$ cat src/rtl/rtos_pkg.sv
// Shared types for the RTOS IP blocks.
//   DefIdW / DefTickW : default task id and tick widths
//   dly_entry_t       : packed view of one delay slot {valid, id, wake}
//   dly_op_e          : pending request kind held by the delay list
//   dly_state_e       : delay list scan FSM states
package rtos_pkg;

  localparam int unsigned DefIdW   = 8;
  localparam int unsigned DefTickW = 32;

  typedef struct packed {
    logic                valid;
    logic [DefIdW-1:0]   id;
    logic [DefTickW-1:0] wake;
  } dly_entry_t;

  typedef enum logic [1:0] {
    OpNone = 2'd0,
    OpIns  = 2'd1,
    OpRem  = 2'd2
  } dly_op_e;

  typedef enum logic [1:0] {
    StIdle = 2'd0,
    StScan = 2'd1,
    StEmit = 2'd2
  } dly_state_e;

endpackage

$ cat src/rtl/dlylist_find.sv
// Combinational slot search over the delay list.
//   valid_i     : per-slot occupied flags
//   ids_i       : per-slot task ids
//   req_id_i    : id being looked up
//   free_idx_o  : lowest unoccupied slot, free_hit_o set when one exists
//   match_idx_o : occupied slot holding req_id_i, match_hit_o set when found
module dlylist_find #(
  parameter int unsigned  DEPTH = 16,
  parameter int unsigned  ID_W  = 8,
  localparam int unsigned IdxW  = $clog2(DEPTH)
) (
  input  logic [DEPTH-1:0] valid_i,
  input  logic [ID_W-1:0]  ids_i [DEPTH],
  input  logic [ID_W-1:0]  req_id_i,
  output logic [IdxW-1:0]  free_idx_o,
  output logic             free_hit_o,
  output logic [IdxW-1:0]  match_idx_o,
  output logic             match_hit_o
);

  always_comb begin
    free_idx_o  = '0;
    free_hit_o  = 1'b0;
    match_idx_o = '0;
    match_hit_o = 1'b0;
    // Walk downwards so the lowest qualifying index is the last one written.
    for (int i = DEPTH - 1; i >= 0; i--) begin
      if (!valid_i[i]) begin
        free_hit_o = 1'b1;
        free_idx_o = IdxW'(i);
      end
      if (valid_i[i] && (ids_i[i] == req_id_i)) begin
        match_hit_o = 1'b1;
        match_idx_o = IdxW'(i);
      end
    end
  end

endmodule

$ cat src/rtl/delay_list_manager.sv
// Hardware delayed-task list. Holds up to DEPTH sleeping tasks as (id, absolute
// wake tick); each tick strobe rising edge triggers a scan that hands expired
// tasks back to the ready list over a valid/ready wake port.
//   aclk, aresetn      : clock, asynchronous active-low reset
//   tick_in            : scheduler tick strobe (rising edge detected here)
//   tickval_in         : current system tick
//   ins_dlylist_in     : pulse, sleep id_task_in for valuedelay_in ticks
//   rem_dlylist_in     : pulse, cancel the sleep of id_task_in
//   wake_*             : expired task handshake towards lists_manager
//   count/empty/full   : occupancy
//   busy_out           : scan in progress
//   err_out            : one-cycle pulse on a dropped or illegal request
module delay_list_manager
  import rtos_pkg::*;
#(
  parameter int unsigned DEPTH  = 16,
  parameter int unsigned ID_W   = DefIdW,
  parameter int unsigned TICK_W = DefTickW
) (
  input  logic                       aclk,
  input  logic                       aresetn,
  input  logic                       tick_in,
  input  logic [TICK_W-1:0]          tickval_in,
  input  logic                       ins_dlylist_in,
  input  logic                       rem_dlylist_in,
  input  logic [ID_W-1:0]            id_task_in,
  input  logic [TICK_W-1:0]          valuedelay_in,
  output logic                       wake_valid_out,
  output logic [ID_W-1:0]            wake_id_out,
  input  logic                       wake_ready_in,
  output logic [$clog2(DEPTH+1)-1:0] count_out,
  output logic                       empty_out,
  output logic                       full_out,
  output logic                       busy_out,
  output logic                       err_out
);

  localparam int unsigned     IdxW    = $clog2(DEPTH);
  localparam int unsigned     CntW    = $clog2(DEPTH + 1);
  localparam logic [IdxW-1:0] LastIdx = IdxW'(DEPTH - 1);

  // Slot storage
  logic [DEPTH-1:0]  valid_q, valid_d;
  logic [ID_W-1:0]   id_q   [DEPTH];
  logic [ID_W-1:0]   id_d   [DEPTH];
  logic [TICK_W-1:0] wake_q [DEPTH];
  logic [TICK_W-1:0] wake_d [DEPTH];
  logic [CntW-1:0]   cnt_q, cnt_d;

  // Scan FSM
  dly_state_e        state_q, state_d;
  logic [IdxW-1:0]   idx_q, idx_d;
  logic [ID_W-1:0]   wid_q, wid_d;

  // Tick tracking
  logic              tick_prev_q;
  logic              tick_pend_q, tick_pend_d;

  // One-deep pending request
  dly_op_e           pend_op_q, pend_op_d;
  logic [ID_W-1:0]   pend_id_q, pend_id_d;
  logic [TICK_W-1:0] pend_wake_q, pend_wake_d;

  logic              err_q, err_d;

  logic              tick_rise;
  logic              req_any, req_both;
  logic [IdxW-1:0]   free_idx, match_idx;
  logic              free_hit, match_hit;
  logic [TICK_W-1:0] scan_diff;
  logic              scan_expired;

  dlylist_find #(
    .DEPTH (DEPTH),
    .ID_W  (ID_W)
  ) u_find (
    .valid_i     (valid_q),
    .ids_i       (id_q),
    .req_id_i    (pend_id_q),
    .free_idx_o  (free_idx),
    .free_hit_o  (free_hit),
    .match_idx_o (match_idx),
    .match_hit_o (match_hit)
  );

  assign tick_rise = tick_in & ~tick_prev_q;
  assign req_any   = ins_dlylist_in | rem_dlylist_in;
  assign req_both  = ins_dlylist_in & rem_dlylist_in;

  // Deadline reached when (now - wake) is non-negative as a signed value; this
  // stays correct across counter wrap while delays are below half the range.
  assign scan_diff    = tickval_in - wake_q[idx_q];
  assign scan_expired = ~scan_diff[TICK_W-1];

  always_comb begin
    valid_d     = valid_q;
    id_d        = id_q;
    wake_d      = wake_q;
    cnt_d       = cnt_q;
    state_d     = state_q;
    idx_d       = idx_q;
    wid_d       = wid_q;
    tick_pend_d = tick_pend_q | tick_rise;
    pend_op_d   = pend_op_q;
    pend_id_d   = pend_id_q;
    pend_wake_d = pend_wake_q;
    err_d       = 1'b0;

    // Capture. A request arriving while the register is still occupied is
    // dropped, including the cycle in which the held op is being applied.
    if (req_any) begin
      if (req_both || (pend_op_q != OpNone)) begin
        err_d = 1'b1;
      end else begin
        pend_op_d   = ins_dlylist_in ? OpIns : OpRem;
        pend_id_d   = id_task_in;
        pend_wake_d = tickval_in + valuedelay_in;
      end
    end

    unique case (state_q)
      StIdle: begin
        if (pend_op_q != OpNone) begin
          pend_op_d = OpNone;
          if (pend_op_q == OpIns) begin
            if (match_hit) begin
              wake_d[match_idx] = pend_wake_q;
            end else if (free_hit) begin
              valid_d[free_idx] = 1'b1;
              id_d[free_idx]    = pend_id_q;
              wake_d[free_idx]  = pend_wake_q;
              cnt_d             = cnt_q + CntW'(1);
            end else begin
              err_d = 1'b1;
            end
          end else begin
            if (match_hit) begin
              valid_d[match_idx] = 1'b0;
              cnt_d              = cnt_q - CntW'(1);
            end else begin
              err_d = 1'b1;
            end
          end
        end else if (tick_pend_q) begin
          // A new edge in this very cycle stays pending and forces a rescan.
          tick_pend_d = tick_rise;
          idx_d       = '0;
          state_d     = StScan;
        end
      end
      StScan: begin
        if (valid_q[idx_q] && scan_expired) begin
          wid_d   = id_q[idx_q];
          state_d = StEmit;
        end else if (idx_q == LastIdx) begin
          state_d = StIdle;
        end else begin
          idx_d = idx_q + IdxW'(1);
        end
      end
      StEmit: begin
        if (wake_ready_in) begin
          valid_d[idx_q] = 1'b0;
          cnt_d          = cnt_q - CntW'(1);
          if (idx_q == LastIdx) begin
            state_d = StIdle;
          end else begin
            idx_d   = idx_q + IdxW'(1);
            state_d = StScan;
          end
        end
      end
      default: state_d = StIdle;
    endcase
  end

  always_ff @(posedge aclk or negedge aresetn) begin
    if (!aresetn) begin
      valid_q <= '0;
      for (int i = 0; i < DEPTH; i++) begin
        id_q[i]   <= '0;
        wake_q[i] <= '0;
      end
      cnt_q       <= '0;
      state_q     <= StIdle;
      idx_q       <= '0;
      wid_q       <= '0;
      tick_prev_q <= 1'b0;
      tick_pend_q <= 1'b0;
      pend_op_q   <= OpNone;
      pend_id_q   <= '0;
      pend_wake_q <= '0;
      err_q       <= 1'b0;
    end else begin
      valid_q     <= valid_d;
      id_q        <= id_d;
      wake_q      <= wake_d;
      cnt_q       <= cnt_d;
      state_q     <= state_d;
      idx_q       <= idx_d;
      wid_q       <= wid_d;
      tick_prev_q <= tick_in;
      tick_pend_q <= tick_pend_d;
      pend_op_q   <= pend_op_d;
      pend_id_q   <= pend_id_d;
      pend_wake_q <= pend_wake_d;
      err_q       <= err_d;
    end
  end

  assign wake_valid_out = (state_q == StEmit);
  assign wake_id_out    = wid_q;
  assign count_out      = cnt_q;
  assign empty_out      = (cnt_q == '0);
  assign full_out       = (cnt_q == CntW'(DEPTH));
  assign busy_out       = (state_q != StIdle);
  assign err_out        = err_q;

endmodule

$ cat config.mk
export PLATFORM = sky130hd
export DESIGN_NAME = delay_list_manager
export DESIGN_NICKNAME = d
export VERILOG_FILES = /design/src/rtl/rtos_pkg.sv /design/src/rtl/dlylist_find.sv /design/src/rtl/delay_list_manager.sv
export SDC_FILE = /design/constraint.sdc
export NUM_CORES = 1
export LEC_CHECK = 0
export BUFFER_PORTS_ARGS = -buffer_cell sky130_fd_sc_hd__buf_2
export CAP_MARGIN = 10
export CORE_MARGIN = 1
export CORE_UTILIZATION = 56
export DETAILED_ROUTE_END_ITERATION = 8
export GPL_ROUTABILITY_DRIVEN = 1
export GPL_TIMING_DRIVEN = 1
export PLACE_DENSITY = 0.73
export REMOVE_ABC_BUFFERS = 1
export SETUP_SLACK_MARGIN = 0.1
export SYNTH_ARGS = -nofsm -noshare
export SYNTH_HDL_FRONTEND = slang
export SYNTH_HIERARCHICAL = 1
export SYNTH_SLANG_ARGS = --single-unit
$ cat constraint.sdc
create_clock -name aclk -period 6.65 [get_ports aclk]
set_input_delay 0 -clock aclk [delete_from_list [all_inputs] [get_ports aclk]]
set_output_delay 0 -clock aclk [all_outputs]
set_load 0.01 [all_outputs]
=== After elaboration in Yosys (flattened, before gate mapping) ===
Cells that the tools add are included.

* Register bits after elaboration: 720
* Output and inout bits: 18

* Add/subtract/negate cells: 5
* Order comparisons: 11
* Eq/ne operators: 30
* Muxes and demuxes: 132
* Bitwise logic cells: 16
* Reduce and logical (&&, ||, !) cells: 37

{| class="wikitable"
|+ Operator list
! operator !! number
|-
| bitwise mux 512 bit || 2
|-
| two-way mux 512 bit || 2
|-
| demux 32 bit (select 4 bit) || 2
|-
| two-way mux 4 bit || 37
|-
| binary-select mux 32 bit (select 4 bit) || 1
|-
| bitwise mux 128 bit || 1
|-
| equality test 8 bit || 16
|-
| two-way mux 32 bit || 4
|-
| two-way mux 16 bit || 6
|-
| two-way mux 1 bit || 48
|-
| adder 32 bit || 1
|-
| bitwise AND 16 bit || 2
|-
| binary-select mux 8 bit (select 4 bit) || 1
|-
| demux 8 bit (select 4 bit) || 1
|-
| NOT 16 bit || 2
|-
| case mux 16 bit (2 select lines) || 1
|-
| subtractor 32 bit || 1
|-
| two-way mux 5 bit || 6
|-
| two-way mux 8 bit || 3
|-
| logical AND 1 bit || 22
|-
| two-way mux 2 bit || 10
|-
| bitwise OR 16 bit || 1
|-
| greater-or-equal comparator 5 bit (second input constant) || 3
|-
| less-than comparator 4 x 5 -> 1 bit (second input constant) || 3
|-
| 30 further kinds || 55
|}

=== Logic depth before layout (Yosys ltp) ===
* Depth after elaboration: 28
* Mapped depth: 19

=== Modules after synthesis ===
The synthesis kept the hierarchy.

{| class="wikitable"
|+ Modules (own cells, without submodules)
! module !! instances !! cells an instance !! area an instance (um2) !! sequential area each (um2)
|-
| delay_list_manager || 1 || 2391 || 34744.6 || 18017.3
|-
| dlylist_find || 1 || 273 || 2011.9 || 0.0
|}

=== Worst setup path before layout ===
Ideal clock, no wire load.

* Kind: register to register
* From: reg idx_q[0]
* To: reg wid_q[0] (netlist: wake_id_out[0])
* Data arrival time: 4816 ps
* Required time: 6523 ps
* Slack: 1707 ps
* Cell stages (with the launch flop): 19
* Path buffers: 6
* Clock period less this slack: 4943 ps
* Cells stage by stage: dfrtp_1 buf_6 buf_6 buf_4 buf_2 buf_1 mux4_2 mux4_2 inv_1 ha_1 nand4_1 nor2_1 a221o_1 o21ai_0 nand3_1 or3_4 a211oi_4 buf_6 mux2_1

* Longest elaborated chain between the ends: 8
* Elaborated cells between the ends (all ways): 13
* Classes of those cells: add/sub (1); mux (8); bitwise (2); reduce/logical (2)

{| class="wikitable"
|+ RTL lines
! what !! line !! RTL
|-
| start, declared || delay_list_manager.sv:52 || <nowiki>logic [IdxW-1:0] idx_q, idx_d;</nowiki>
|-
| start signal, assigned || delay_list_manager.sv:200 || <nowiki>idx_q <= idx_d;</nowiki>
|-
| NOT 4 -> 5 bit (not written as such) || delay_list_manager.sv:92, delay_list_manager.sv:153 ||
|-
| binary-select mux 32 bit (select 4 bit) || delay_list_manager.sv:92 || <nowiki>assign scan_diff = tickval_in - wake_q[idx_q];</nowiki>
|-
| two-way mux 32 bit (not written as such) (2 in a row) || delay_list_manager.sv:92 ||
|-
| subtractor 32 bit || delay_list_manager.sv:92 ||
|-
| NOT 1 bit || delay_list_manager.sv:93 || <nowiki>assign scan_expired = ~scan_diff[TICK_W-1];</nowiki>
|-
| logical AND 1 bit || delay_list_manager.sv:152 || <nowiki>if (valid_q[idx_q] && scan_expired) begin</nowiki>
|-
| AND reduction 2 bit (no source line) || n/a ||
|-
| end signal, assigned || delay_list_manager.sv:201 || <nowiki>wid_q <= wid_d;</nowiki>
|-
| end, declared || delay_list_manager.sv:53 || <nowiki>logic [ID_W-1:0] wid_q, wid_d;</nowiki>
|}

Parallel ways exist; a longest one is shown, timed or not. The select of a mux whose other input is x is not followed.
A chain may end at the register's enable or synchronous reset.

=== Worst setup path in the final report ===
* From: reg idx_q[0]
* To: reg idx_q[1]

* Longest elaborated chain between the ends: 9
* Elaborated cells between the ends (all ways): 17
* Classes of those cells: add/sub (2); eq/ne (2); mux (9); bitwise (2); reduce/logical (2)

{| class="wikitable"
|+ RTL lines
! what !! line
|-
| NOT 4 -> 5 bit (not written as such) || delay_list_manager.sv:92
|-
| binary-select mux 32 bit (select 4 bit) || delay_list_manager.sv:92
|-
| two-way mux 32 bit (not written as such) (2 in a row) || delay_list_manager.sv:92
|-
| subtractor 32 bit || delay_list_manager.sv:92
|-
| NOT 1 bit || delay_list_manager.sv:93
|-
| logical AND 1 bit || delay_list_manager.sv:152
|-
| inequality test 2 bit (no source line) || n/a
|-
| AND reduction 5 bit (no source line) || n/a
|}

Parallel ways exist; a longest one is shown, timed or not. The select of a mux whose other input is x is not followed.

==> results.md <==
- The layer with the highest usage is met2.
- The leading cell type in the layout, fill and taps excluded is dfrtp_1.
- The quantity of gates resized following cts is 0.
- The worst hold path class is in2reg.
- The share of total power in the clock network is 25.4%.
- The core area is 64,700 µm².
- The maximum frequency from static timing analysis is 0.188 GHz.
- The via count is 23,719.
- After synthesis, the mean cell area works out to 13.8 µm².
- Once the floorplan was initialized, standard cells occupied 56.8% of the core.
- IR analysis of the VDD net gives a maximum drop of 0.000263 V.
- In the layout the commonest cells are dfrtp_1 (716), mux2_2 (547), mux4_2 (205).
- Port buffering added 95 buffers.
- STA puts the critical path data required time at 7.13 ns.
- The post-route clock skew is 0.0302 ns.
- The run finished with clean final reports.
- Including well taps, the total number of placed cells is 3,499.
- The worst path needs 5.31 ns of the cycle, external delays included.
- After clock tree synthesis, the clock-pin slew on the worst setup and hold paths is 0.06 ns.
- The worst setup path is captured at a flip-flop.
- The portion of total power attributed to sequential cells is 41.4%.
- The area of the die is 66,700 µm².
- The worst path uses 79.9% of the clock period.
- The site row count is 93.
- The clock tree from TritonCTS is done.
- In the final routed layout, each cell accounts on average for 25.6 µm.
- Of all nets on the critical path, the largest fanout is 33.
- The routed design has 95,100 µm of wire.
- The via count of the first global-routing pass is 24,963.
- Setup slack on the worst reg-to-reg path comes out at 1.34 ns.
- In the routed layout, each cell is associated on average with a via count of 6.39.
- The clock latency of the later-clocked register in the worst-skew pair is 0.65 ns.
- Adding up every negative setup slack in the final design gives 0 ns.
- The pin count of the biggest net entering global routing is 170.
- The post-synthesis instance area is 36,800 µm².
- The net count of the finished layout is 2,949.
- The cell area after placement is 38,200 µm².
- The final hold violation count was 0.
- The total I/O pin count is 96.
- Setup repair after global routing left no endpoint under its margin.
- Summed over all cells, the static leakage comes to 19.2 nW.
- Summed over all instances, the cell type with the most area after synthesis is dfrtp_1.
- The number of DRC markers in iteration 0 is 1,977.
- The power share of the combinational group is 33.2%.
- The maximum root-to-sink buffer count is 3.
- The worst-case headroom to the max-slew limit is 24.1%.
- The number of H-tree levels is 3.
- The die span in x is 258 µm.
- The number of clock buffers added by TritonCTS is 78.
- Summing internal, switching and leakage power gives 17.2 mW.
- The finished cells cover 41,500 µm².
- The total overflow left after global routing is 0.
- Synthesis produced a netlist whose cell count is 2,664.
- The first detailed-routing pass took 6 iterations.
- The first global-routing pass estimated 149,000 µm of wire.
- The global router's overall resource usage is 29.3%.
- The kind of critical path is reg2reg.
- The global-route met1 utilization is 41.3%.
- At the pin with the least slew margin, the transition time is 1.14 ns.
- The number of warnings reported in the yosys synthesis log is 6.
- The worst hold path startpoint is tick_in.
- The die span in y is 258 µm.
- The switching share of total power is 34.6%.
- The launching element type of the critical path is a flip-flop.
- In the global route stage, met2 resource usage came out at 47.1%.
- The worst flop-to-flop path startpoint is idx_q[0].
- On the final layout, the worst hold slack is 0.0295 ns.
- The total of endpoints with negative setup slack in the final report is 0.
- The tool flagged a number of max-cap violations equal to 0.
- For this run, design rule violations remaining after detail routing come to 0.
- The filler cell count is 4,697.
- The number of antenna violations at the first check in global routing came to 0.
- The relative area change from synthesis to final layout is 12.9%.
- The internal power summed over all cells is 11.3 mW.
- The proportion of netlist area held by the largest area contributor is 49.0%.
- The most instantiated flip-flop cell in the synthesis netlist is dfrtp_1.
- By area the synthesized netlist is led by dfrtp_1 (49%), mux2_2 (17%), mux4_2 (13%), mux2_1 (3.4%), xnor2_1 (3.0%).
- The met3 usage in global routing is 5.05%.
- The flop and latch count out of synthesis is 720.
- The sequential share of the synthesized area is 49.0%.
- Tracing the worst setup path back leads to its startpoint at idx_q[0].
- The clock tree root driver cell is clkbuf_16.
- The max-slew violation total from the final report was 0.
- Synthesis instantiated 74 different standard cells from the library.
- The synthesized design contains 0 enable-type register cells.
- The number of cells in the finished layout apart from fillers is 3,711.
- Detailed placement ended at an HPWL of 59,400 µm.
- In this run the remaining antenna-violating nets after routing total 0.
- The antenna diode count is 0.
- The power density of the placed cells is 416 nW/µm².
- At the end of routability-driven placement, the weighted congestion stood at 0.927.
- The clock drives 720 sinks.
- The data arrival time at the worst-slack endpoint is 5.80 ns.
- The switching power is 5.96 mW.
- The fraction of layout instances using a drive strength above 1 is 37.5%.
- After synthesis, the share of flip-flops with an asynchronous set or reset is 100%.
-- power groups by stage --
stage / Combinational [mW] / Clock, mW / Sequential (mW)
after floorplan: 4.01 / 0 / 6.96
after global placement: 5.43 / 0 / 7.07
after detailed placement: 5.59 / 0 / 7.17
after CTS: 5.72 / 4.44 / 7.11
after global routing: 6.17 / 4.63 / 7.34
final: 5.73 / 4.38 / 7.14
-- cell families after synthesis --
| family | Yosys count | synth area share [%] |
|---|---|---|
| fa+ha+maj | 73 | 2.51 |
| compound gates | 254 | 4.29 |
| simple gates | 355 | 4.72 |
| buf+inv | 238 | 2.82 |
| mux | 866 | 32.8 |
| flops | 720 | 49.0 |
| xor+xnor | 158 | 3.85 |
-- area by class of cell --
type                       count  area, µm²  share of cell area [%]
inverter                      63        236                   0.570
tap                          855       1070                    2.58
sequential                   720      18000                    43.4
clock inverter                22        318                   0.766
timing repair buffer         229       1740                    4.18
clock buffer                 116       2270                    5.48
multi-input combinational   1706      17800                    43.0
-- worst max-delay path: stages, from the launching register on --
cell	delay [ns]
dfrtp_4	0.81
buf_12	0.36
mux4_2	0.53
mux4_2	0.52
inv_1	0.08
ha_1	0.24
a21oi_1	0.17
o21ai_1	0.13
a221o_1	0.44
o21ai_0	0.18
nand3_1	0.15
or3_4	0.37
a211oi_4	0.73
or2_1	0.30
o22ai_1	0.13
-- state kept, by name, summed over array words and instances (netlist names), 4 cells and up --
signal / count
wake_q: 512
id_q: 128
pend_wake_q: 32
valid_q: 16
pend_id_q: 8
wake_id_out: 8
count_out: 5
idx_q: 4
-- worst paths after layout --
| kind | end | cells past startpoint |
|---|---|---|
| setup / recovery | idx_q[1] | 14 |
| hold / removal | tick_prev_q | 2 |
| setup reg to reg | idx_q[1] | 14 |
| hold reg to reg | tick_pend_q | 1 |
| max in group asynchronous | wake_q[209] | 4 |
| min in group asynchronous | id_q[115] | 3 |
-- stage by stage --
stage	setup slack (ns)	utilization, %
2_1_floorplan	-3.29	-
3_3_place_gp	1.12	59.0
3_5_place_dp	1.43	59.0
4_1_cts	1.38	64.2
5_1_grt	1.14	64.2
6_report	1.34	64.2
-- cell usage after synthesis, types with 4 or more instances --
cell	instances
dfrtp_1	720
mux2_2	547
mux4_2	205
xnor2_1	125
clkbuf_1	122
mux2_1	112
nand2_1	109
a21oi_1	82
ha_1	72
nor2_1	61
inv_1	60
o21ai_0	47
nor3_1	38
nand3_1	36
nand4_1	33
xor2_1	29
buf_1	26
o22ai_1	21
a21o_1	20
buf_6	16
o21ai_1	16
nand2b_1	15
a31oi_1	12
and3_1	11
nor2b_1	11
or2_2	10
buf_2	7
nor3b_1	7
nor4_1	6
o21bai_1	5
or3_1	5
a211o_1	4
a21boi_0	4
and2_1	4
buf_4	4
o21a_1	4
xnor2_2	4
-- timing repair --
| item | 4_1_cts | 5_1_grt |
|---|---|---|
| setup buffers | 0 | 0 |
| hold buffers | 74 | 0 |
| setup endpoints to repair | 0 | 0 |
| endpoints found under the hold margin | 120 | 0 |
-- metal layers --
metal  vias up  part of all wire [%]  wire length (µm)
met5         -                     0                 0
met4         0                   2.5              2370
met3       188                   6.2              5900
met2       862                    48             46000
met1     12536                    43             40800
li1      10133                     -                 -
No activity file was read; power rests on OpenSTA's default activity.
